--- src/rtl/text_write_ctrl.sv ---
// text_write_ctrl: single-port character RAM sequencer.
// The renderer read port always wins the RAM. A small write engine places
// host characters at a hardware cursor, handles home/newline and sweeps the
// whole screen with CLEAR_CODE on a clear command.
module text_write_ctrl #(
  parameter int                COLS       = 20,
  parameter int                ROWS       = 8,
  parameter int                CELLS      = 160,
  parameter int                ADDR_W     = 8,
  parameter int                CODE_W     = 8,
  parameter logic [CODE_W-1:0] CLEAR_CODE = 8'h20
) (
  input  logic              clk,
  input  logic              reset,
  input  logic              disp_req,
  input  logic [ADDR_W-1:0] disp_addr,
  output logic [CODE_W-1:0] disp_data,
  output logic              disp_valid,
  input  logic              wr_valid,
  input  logic [CODE_W-1:0] wr_code,
  output logic              wr_ready,
  input  logic              cmd_clear,
  input  logic              cmd_home,
  input  logic              cmd_newline,
  output logic [4:0]        cursor_x,
  output logic [2:0]        cursor_y,
  output logic              busy,
  output logic [ADDR_W-1:0] mem_addr,
  output logic              mem_we,
  output logic [CODE_W-1:0] mem_wdata,
  input  logic [CODE_W-1:0] mem_rdata
);

  typedef enum logic [1:0] {
    IDLE  = 2'd0,
    WRITE = 2'd1,
    CLEAR = 2'd2
  } state_t;

  state_t            state_q;
  logic [4:0]        cur_x_q;
  logic [2:0]        cur_y_q;
  logic [ADDR_W-1:0] clr_addr_q;
  logic [CODE_W-1:0] code_q;
  logic              disp_valid_q;
  logic [CODE_W-1:0] disp_hold_q;

  logic [ADDR_W-1:0] cur_addr;
  logic [4:0]        adv_x_d;
  logic [2:0]        adv_y_d;
  logic [2:0]        nl_y_d;
  logic              any_cmd;

  // Cursor address and the next cursor position for advance/newline.
  // y*COLS + x stays below CELLS, so ADDR_W bits never overflow.
  always_comb begin
    cur_addr = ADDR_W'(cur_y_q) * ADDR_W'(COLS) + ADDR_W'(cur_x_q);
    nl_y_d   = (cur_y_q == 3'(ROWS - 1)) ? 3'd0 : cur_y_q + 3'd1;
    if (cur_x_q == 5'(COLS - 1)) begin
      adv_x_d = 5'd0;
      adv_y_d = nl_y_d;
    end else begin
      adv_x_d = cur_x_q + 5'd1;
      adv_y_d = cur_y_q;
    end
  end

  // RAM port arbitration: a renderer read always takes the cycle.
  always_comb begin
    any_cmd  = cmd_clear | cmd_home | cmd_newline;
    wr_ready = (state_q == IDLE) && !any_cmd && !reset;
    busy     = (state_q != IDLE);
    if (disp_req) begin
      mem_addr = disp_addr;
      mem_we   = 1'b0;
    end else begin
      mem_addr = (state_q == CLEAR) ? clr_addr_q : cur_addr;
      mem_we   = (state_q == WRITE) || (state_q == CLEAR);
    end
    mem_wdata = (state_q == CLEAR) ? CLEAR_CODE : code_q;
  end

  // Read data is live from the RAM in the valid cycle and held afterwards.
  always_comb begin
    disp_valid = disp_valid_q;
    disp_data  = disp_valid_q ? mem_rdata : disp_hold_q;
    cursor_x   = cur_x_q;
    cursor_y   = cur_y_q;
  end

  // Read-path pipeline: one cycle from request to valid data.
  always_ff @(posedge clk or posedge reset) begin
    if (reset) begin
      disp_valid_q <= 1'b0;
      disp_hold_q  <= '0;
    end else begin
      disp_valid_q <= disp_req;
      if (disp_valid_q) begin
        disp_hold_q <= mem_rdata;
      end
    end
  end

  // Write engine FSM: commands in IDLE, stalls whenever the renderer reads.
  always_ff @(posedge clk or posedge reset) begin
    if (reset) begin
      state_q    <= IDLE;
      cur_x_q    <= 5'd0;
      cur_y_q    <= 3'd0;
      clr_addr_q <= '0;
      code_q     <= '0;
    end else begin
      case (state_q)
        IDLE: begin
          if (cmd_clear) begin
            clr_addr_q <= '0;
            state_q    <= CLEAR;
          end else if (cmd_home) begin
            cur_x_q <= 5'd0;
            cur_y_q <= 3'd0;
          end else if (cmd_newline) begin
            cur_x_q <= 5'd0;
            cur_y_q <= nl_y_d;
          end else if (wr_valid) begin
            code_q  <= wr_code;
            state_q <= WRITE;
          end
        end
        WRITE: begin
          if (!disp_req) begin
            cur_x_q <= adv_x_d;
            cur_y_q <= adv_y_d;
            state_q <= IDLE;
          end
        end
        CLEAR: begin
          if (!disp_req) begin
            if (clr_addr_q == ADDR_W'(CELLS - 1)) begin
              cur_x_q <= 5'd0;
              cur_y_q <= 3'd0;
              state_q <= IDLE;
            end else begin
              clr_addr_q <= clr_addr_q + 1'b1;
            end
          end
        end
        default: state_q <= IDLE;
      endcase
    end
  end

endmodule

--- config.mk ---
export PLATFORM = sky130hd
export DESIGN_NAME = text_write_ctrl
export DESIGN_NICKNAME = d
export VERILOG_FILES = /design/src/rtl/text_write_ctrl.sv
export SDC_FILE = /design/constraint.sdc
export NUM_CORES = 1
export LEC_CHECK = 0
export CORE_ASPECT_RATIO = 1.75
export CORE_MARGIN = 2
export CORE_UTILIZATION = 47
export CTS_BUF_LIST = sky130_fd_sc_hd__clkbuf_8 sky130_fd_sc_hd__clkbuf_16
export DETAILED_ROUTE_END_ITERATION = 7
export PLACE_DENSITY = 0.81
export REMOVE_ABC_BUFFERS = 1
export SLEW_MARGIN = 40
export SYNTH_ARGS = -nofsm -noshare
export SYNTH_HDL_FRONTEND = slang
export SYNTH_SLANG_ARGS = --single-unit
--- constraint.sdc ---
create_clock -name clk -period 2.4 [get_ports clk]
set_input_delay 0.48 -clock clk [delete_from_list [all_inputs] [get_ports clk]]
set_output_delay 0.48 -clock clk [all_outputs]
set_load 0.02 [all_outputs]
==> results of run 1 <==
Yosys cell counts:
library cell,count,area [um2]
a21boi_1,1,7.51
dfrtp_1,35,876
o22ai_1,1,6.26
nor2_1,10,37.5
ha_1,15,188
inv_1,9,33.8
a21oi_1,12,60.1
o211ai_1,1,7.51
nor3b_1,1,7.51
a31oi_1,3,18.8
nand2_1,22,82.6
or2_2,1,6.26
o21ai_2,1,8.76
nand3_1,6,30.0
or2_4,1,8.76
nor4b_2,1,15.0
a21o_1,2,15.0
o21ai_0,20,100
o21ai_1,1,5.00
clkbuf_1,3,11.3
mux2i_1,9,90.1
mux2_2,20,225
nand3b_1,1,7.51
buf_6,1,11.3
a311oi_2,1,15.0
xnor2_1,1,8.76
inv_2,1,3.75
o21a_1,1,7.51
and3_1,2,12.5
xor2_1,6,52.6
nand2b_1,3,18.8
nor4_1,1,6.26
nand4_1,1,6.26
buf_2,2,10.0
a22o_1,1,8.76
nor2b_1,11,68.8
or3_1,1,6.26
and4_4,1,11.3
fa_1,1,20.0
nor3_1,1,5.00
and2_1,1,6.26
layer usage:
metal / global-route usage / wire length [um]
met1: 0.259 / 2100
met2: 0.480 / 3400
met3: 0.0351 / 294
met4: 0.148 / 335
met5: 0 / 0
worst register-to-register path, cell delays in order (launching register included):
cell      delay, ns
dfrtp_1        0.39
buf_4          0.14
inv_1          0.06
ha_1           0.28
a21o_1         0.20
a21boi_1       0.14
or3_1          0.51
or2_4          0.30
o21ai_1        0.13
power groups by stage:
stage                     combinational [uW]  sequential (uW)  clock (uW)
after floorplan                          864              842           0
after global placement                  1580              819           0
after detailed placement                1610              830           0
after CTS                               1670              831         563
after global routing                    1840              854         583
final                                   1730              835         549
cell type report:
cell class | count | area (um2) | share of cell area
Sequential cell | 35 | 878 | 0.264
Multi-Input combinational cell | 162 | 1330 | 0.399
Clock buffer | 6 | 82.6 | 0.0248
Tap cell | 51 | 63.8 | 0.0192
Inverter | 10 | 37.5 | 0.0113
Timing Repair Buffer | 95 | 900 | 0.271
Clock inverter | 2 | 35.0 | 0.0105
flip-flops by register name, indices dropped and copies added, names as in the netlist:
register and cells:
disp_hold_q 8, code_q 8, clr_addr_q 8, cursor_x 5
cursor_y 3, disp_valid 1, state_q 2
logic make-up (layout without fill, tap and decap cells):
logic type	Yosys count	in the layout	share of synthesized area
buf+inv	16	113	0.0329
xor+xnor	7	7	0.0288
fa+ha+maj	16	16	0.0976
simple gates	65	65	0.158
mux	29	29	0.148
flops	35	35	0.412
compound gates	45	45	0.122
worst min-delay path by stage:
stage	from	end	cells past startpoint
detailed placement	code_q[6]	code_q[6]	1
global placement	disp_hold_q[2]	disp_hold_q[2]	1
floorplan	code_q[5]	code_q[5]	1
global route	disp_hold_q[6]	disp_hold_q[6]	1
finish	disp_hold_q[5]	disp_hold_q[5]	1
CTS	code_q[6]	code_q[6]	1
stage by stage:
stage          hold slack, ns  instance area, um2  power, uW  cells
6_report                0.496                3320       3120    361
5_1_grt                 0.514                3320       3280    361
4_1_cts                 0.501                3250       3060    359
3_5_place_dp            0.484                3030       2440    351
3_3_place_gp            0.478                3030       2400    351
2_1_floorplan           0.471                2090       1710    207
what timing repair did:
item                                    in CTS  in global routing
endpoints found under the setup margin      17                 13
hold endpoints to repair                     0                  0
pin swaps                                   12                 12
buffers inserted                             0                  2
resized for setup                           55                 20
==> run metrics, run 1 <==
Cell Rows 32; Yosys warnings 0; final worst path period share 1.07; Antenna Diode Count 0; Flop pwr share 0.268; CP peak stage delay 0.42 ns; CTS tree done; Static Leak 0.00157 uW; largest net degree at the start of global routing 36; Max Cap Viol 0; core area 4360 um2; Antenna Nets Post-Route 0; clk sink count 35; Area Growth Syn to Fin 56.2%; Net Switching 1200 uW; status complete, but fails checks; clock share of power 0.176; Netlist Area Pre-Place 2130 um2; RSZ-0062 raised after global routing yes; die area 5100 um2; Place WS -0.436 ns; Root Buffer clkbuf_8; end point of the critical path mem_addr[4]; crit-path leading delay family adder cells; Pint 1910 uW; type of destination of the critical path output pin; Hold-fix buffers, CTS 0; fillers 296; reg-to-reg startpoint state_q[1]; crit-path most repeated cell buf_6; Reg-to-Reg End cursor_x[2]; Final Max Slew Viols 0; initial antenna violation count 0; Clock Path Buffers 2; Slew @ Worst Pin 0.626 ns; vias in the first global route 2082; P per Cell Area 937 nW/um2; H-tree lvl count 2; reg2reg setup slack 0.17 ns; IO Port Bufs 66; Die Wd 54.9 um; Final Setup Violations 5; Clock Skew 0.00532 ns; effective utilization at floorplan 0.487; grt total ovfl 0; Cell variety after synth 41; most frequent cells in the layout clkdlybuf4s50_1, dfrtp_1, buf_4; sequential area share after synthesis 0.412; VDD IR max 0.00102 V; layout cells sized above 1 0.287; TNS Setup -0.493 ns; final hold vios 0; cts bufs inserted 5; Net Sw Frac 0.386; routed wire length 6130 um; Data arrival, critical path 2.08 ns; f_max 391 MHz; Gate Count Post-Synth 213; commonest non-fill, non-tap cell in the layout clkdlybuf4s50_1; worst skew pair latency 0.29 ns; Worst Setup Path Type flop to output pin; Critical Path Start Type flop; Nets 356; vias 2014; GRT Total Usage 0.262; Min Clock Period, post-route 2.56 ns; Max FO, Critical Path 2; relative slew slack 0.578; critical path launch point cursor_x[2]; DR iter-0 viols 57; Hold Crit Class flop to flop; CP Buf/Inv Count 3; FF-to-FF path depth 8; clock slew at reported path FFs 0.07 ns; CP cell instances ha_4, inv_2, fa_2, buf_6, xor2_1, o21ai_1, mux2_4, buf_6; final core utilization 0.761; DRC viols 0; Avg Vias per Cell 5.58; Avg Cell Area, Syn 9.99 um2; hpwl dp 4180 um; IO Pins 67; CP required 1.92 ns; combinational fraction of design power 0.556; slowest CP cell dfrtp_1; drt wl/cell 17.0 um; Crit path depth 8; die span in y 93.0 um; failing checks setup timing; flops & latches, synth 35; placer congestion estimate 0.844; Final WS setup -0.159 ns; drt first pass iters 4; first-pass GRT wire length 9540 um
Power figures use the tool's default switching activity.
==> run 2, diff against run 1 <==
==> constraint.sdc (replaced) <==
create_clock -name clk -period 2.8 [get_ports clk]
set_input_delay 0.56 -clock clk [delete_from_list [all_inputs] [get_ports clk]]
set_output_delay 0.56 -clock clk [all_outputs]
set_load 0.02 [all_outputs]
==> run 2 against run 1 <==
Against the previous run:
- the flow now finishes without violations
- flip-flop and latch count stayed put
- clock skew up 0.0024 ns
- global-route usage fell by 3.3 points
- cell count is 3.9% lower
- hold slack better by 0.0014 ns
- utilization decreased by 6.8 points
- clock-buffer cell count unchanged
- first-iteration DRC count shrank 42%
- clock power is 32% lower
- critical path type unchanged
- via count decreased by 6.4%
==> run metrics, run 2 (same netlist as run 1, synthesis figures left out) <==
effective utilization at floorplan 0.487 (unchanged); Root Buffer clkbuf_8; Hold-fix buffers, CTS 0 (unchanged); Hold Crit Class flop to flop; Clock Path Buffers 2 (unchanged); final worst path period share 0.975; Clock Skew 0.00770 ns (+0.00238 ns); Worst Setup Path Type flop to output pin; layout cells sized above 1 0.193 (-0.0945); FF-to-FF path depth 8 (unchanged); die span in y 93.0 um (unchanged); clk sink count 35 (unchanged); commonest non-fill, non-tap cell in the layout clkdlybuf4s50_1; routed wire length 5340 um (-13%); CP peak stage delay 0.40 ns (-0.02 ns); VDD IR max 0.000716 V (-30%); Post-DP Area 2950 um2 (-2.7%); IO Pins 67 (unchanged); CP cell instances ha_1, ha_1, nor2b_1, o21ai_1, xnor2_1, mux2i_1, o21ai_0, buf_2; Reg-to-Reg End cursor_x[3]; Area Growth Syn to Fin 42.4%; most frequent cells in the layout clkdlybuf4s50_1, dfrtp_1, nand2_1; CP required 2.24 ns (+0.32 ns); Min Clock Period, post-route 2.73 ns; DR iter-0 viols 33 (-42%); grt total ovfl 0 (unchanged); Cell Rows 32 (unchanged); Max Cap Viol 0 (unchanged); f_max 366 MHz; end point of the critical path mem_addr[6]; P per Cell Area 786 nW/um2 (-16%); Final Max Slew Viols 0 (unchanged); Static Leak 0.00137 uW (-13%); top flop regs clr_addr_q: 8 flops, code_q: 8 flops, disp_hold_q: 8 flops; reg-to-reg startpoint state_q[0]; Post-CTS Setup Inserts 0 (unchanged); status finished clean; Critical Path Start Type flop; cts bufs inserted 5 (unchanged); Antenna Diode Count 0 (unchanged); GRT Total Usage 0.229 (-0.0330); Avg Vias per Cell 5.43 (-2.6%); post-route cell area 3030 um2 (-8.9%); largest net degree at the start of global routing 36 (unchanged); total chip power 2380 uW (-24%); worst skew pair latency 0.29 ns (about the same); relative slew slack 0.568 (-0.00984); critical path launch point cursor_y[0]; Final Setup Violations 0 (-5); drt first pass iters 4 (unchanged); slowest CP cell dfrtp_1; Max FO, Critical Path 3 (+1); drt wl/cell 15.4 um (-9.4%); crit-path most repeated cell ha_1; H-tree lvl count 2 (unchanged); type of destination of the critical path output pin; DRC viols 0 (unchanged); IO Port Bufs 66 (unchanged); placer congestion estimate 0.790 (-6.4%); Slew @ Worst Pin 0.641 ns (+0.0146 ns); reg2reg setup slack 0.48 ns (+0.31 ns); Die Wd 54.9 um (unchanged); vias 1885 (-6.4%); WHS 0.497 ns (+0.00137 ns); first-pass GRT wire length 8490 um (-11%); clock slew at reported path FFs 0.07 ns (about the same); final hold vios 0 (unchanged); initial antenna violation count 0 (unchanged); hpwl dp 4120 um (-1.4%); CTS tree done; RSZ-0062 raised after global routing yes; Nets 343 (-3.7%); core area 4360 um2 (unchanged); vias in the first global route 1895 (-9.0%); Data arrival, critical path 2.17 ns (+0.09 ns); Antenna Nets Post-Route 0 (unchanged); die area 5100 um2 (unchanged)
-- run 2: cell types whose count changed in the layout (fill, tap and decap cells not counted), moves of 3 or more --
cell,delta
ha_4,-7
buf_6,-3
buf_2,+3
buf_4,-14
dlymetal6s2s_1,-8
ha_1,+6
dlygate4sd2_1,-5
clkdlybuf4s50_1,+14
-- run 2: routing by layer --
layer | GRT usage | wire (um) | up-vias
met5 | 0 | 0 | -
met4 | 0.113 | 194 | 0
met3 | 0.0304 | 200 | 12
met2 | 0.415 | 2990 | 51
met1 | 0.240 | 1950 | 915
li1 | - | - | 907
-- run 2: final cells by class --
type,count,area (um2)
fill,357,1340
timing repair buffer,82,772
multi-input combinational,162,1190
sequential,35,876
inverter,10,37.5
clock inverter,1,5.00
tap,51,63.8
clock buffer,6,82.6
-- run 2: report_power, final --
part	internal (uW)	leakage (uW)	switching, uW	total, uW
registers	622	0.000448	85.3	707
logic	622	0.000876	678	1300
clock network	193	0.0000470	179	372
total	1440	0.00137	943	2380
-- run 2: how the worst min path moves through the flow --
stage / from / endpoint / slack, ns / depth (start not counted)
after floorplan: code_q[5] / code_q[5] / 0.47 / 1
after global placement: disp_hold_q[2] / disp_hold_q[2] / 0.48 / 1
after detailed placement: disp_hold_q[4] / disp_hold_q[4] / 0.48 / 1
after CTS: disp_hold_q[4] / disp_hold_q[4] / 0.50 / 1
after global routing: disp_hold_q[7] / disp_hold_q[7] / 0.53 / 1
final: disp_hold_q[4] / disp_hold_q[4] / 0.50 / 1
-- run 2: what timing repair did --
| item | CTS | global route |
|---|---|---|
| pin swaps | 0 | 0 |
| gates resized for setup | 20 | 5 |
| endpoints found under the setup margin | 6 | 3 |
-- run 2: through the flow --
stage	utilization	TNS [ns]	cells	setup slack [ns]
final	0.694	0	347	0.0687
after global routing	0.694	-0.0356	347	-0.0209
after CTS	0.694	0	347	0.0180
after detailed placement	0.676	-0.156	340	-0.0619
after global placement	0.676	-0.0653	340	-0.0532
after floorplan	-	0	207	0.145
-- run 2: critical path: cells and delay by family (launching register included) --
kind / cells / cell delay, ns
flip-flops: 1 / 0.40
adder cells (fa/ha/maj): 2 / 0.65
buffers and inverters: 1 / 0.18
XOR/XNOR: 1 / 0.13
AND/OR/NAND/NOR: 1 / 0.15
AO/OA/AOI/OAI: 2 / 0.28
multiplexers: 1 / 0.08
==> run 3, diff against run 2 <==
--- a/config.mk
+++ b/config.mk
@@ -9,6 +9,7 @@
 export CORE_MARGIN = 2
 export CORE_UTILIZATION = 47
 export CTS_BUF_LIST = sky130_fd_sc_hd__clkbuf_8 sky130_fd_sc_hd__clkbuf_16
+export CTS_CLUSTER_SIZE = 24
 export DETAILED_ROUTE_END_ITERATION = 7
 export PLACE_DENSITY = 0.81
 export REMOVE_ABC_BUFFERS = 1
==> results of run 3 <==
The final DEF is identical to that of run 2; final timing and power are the same.
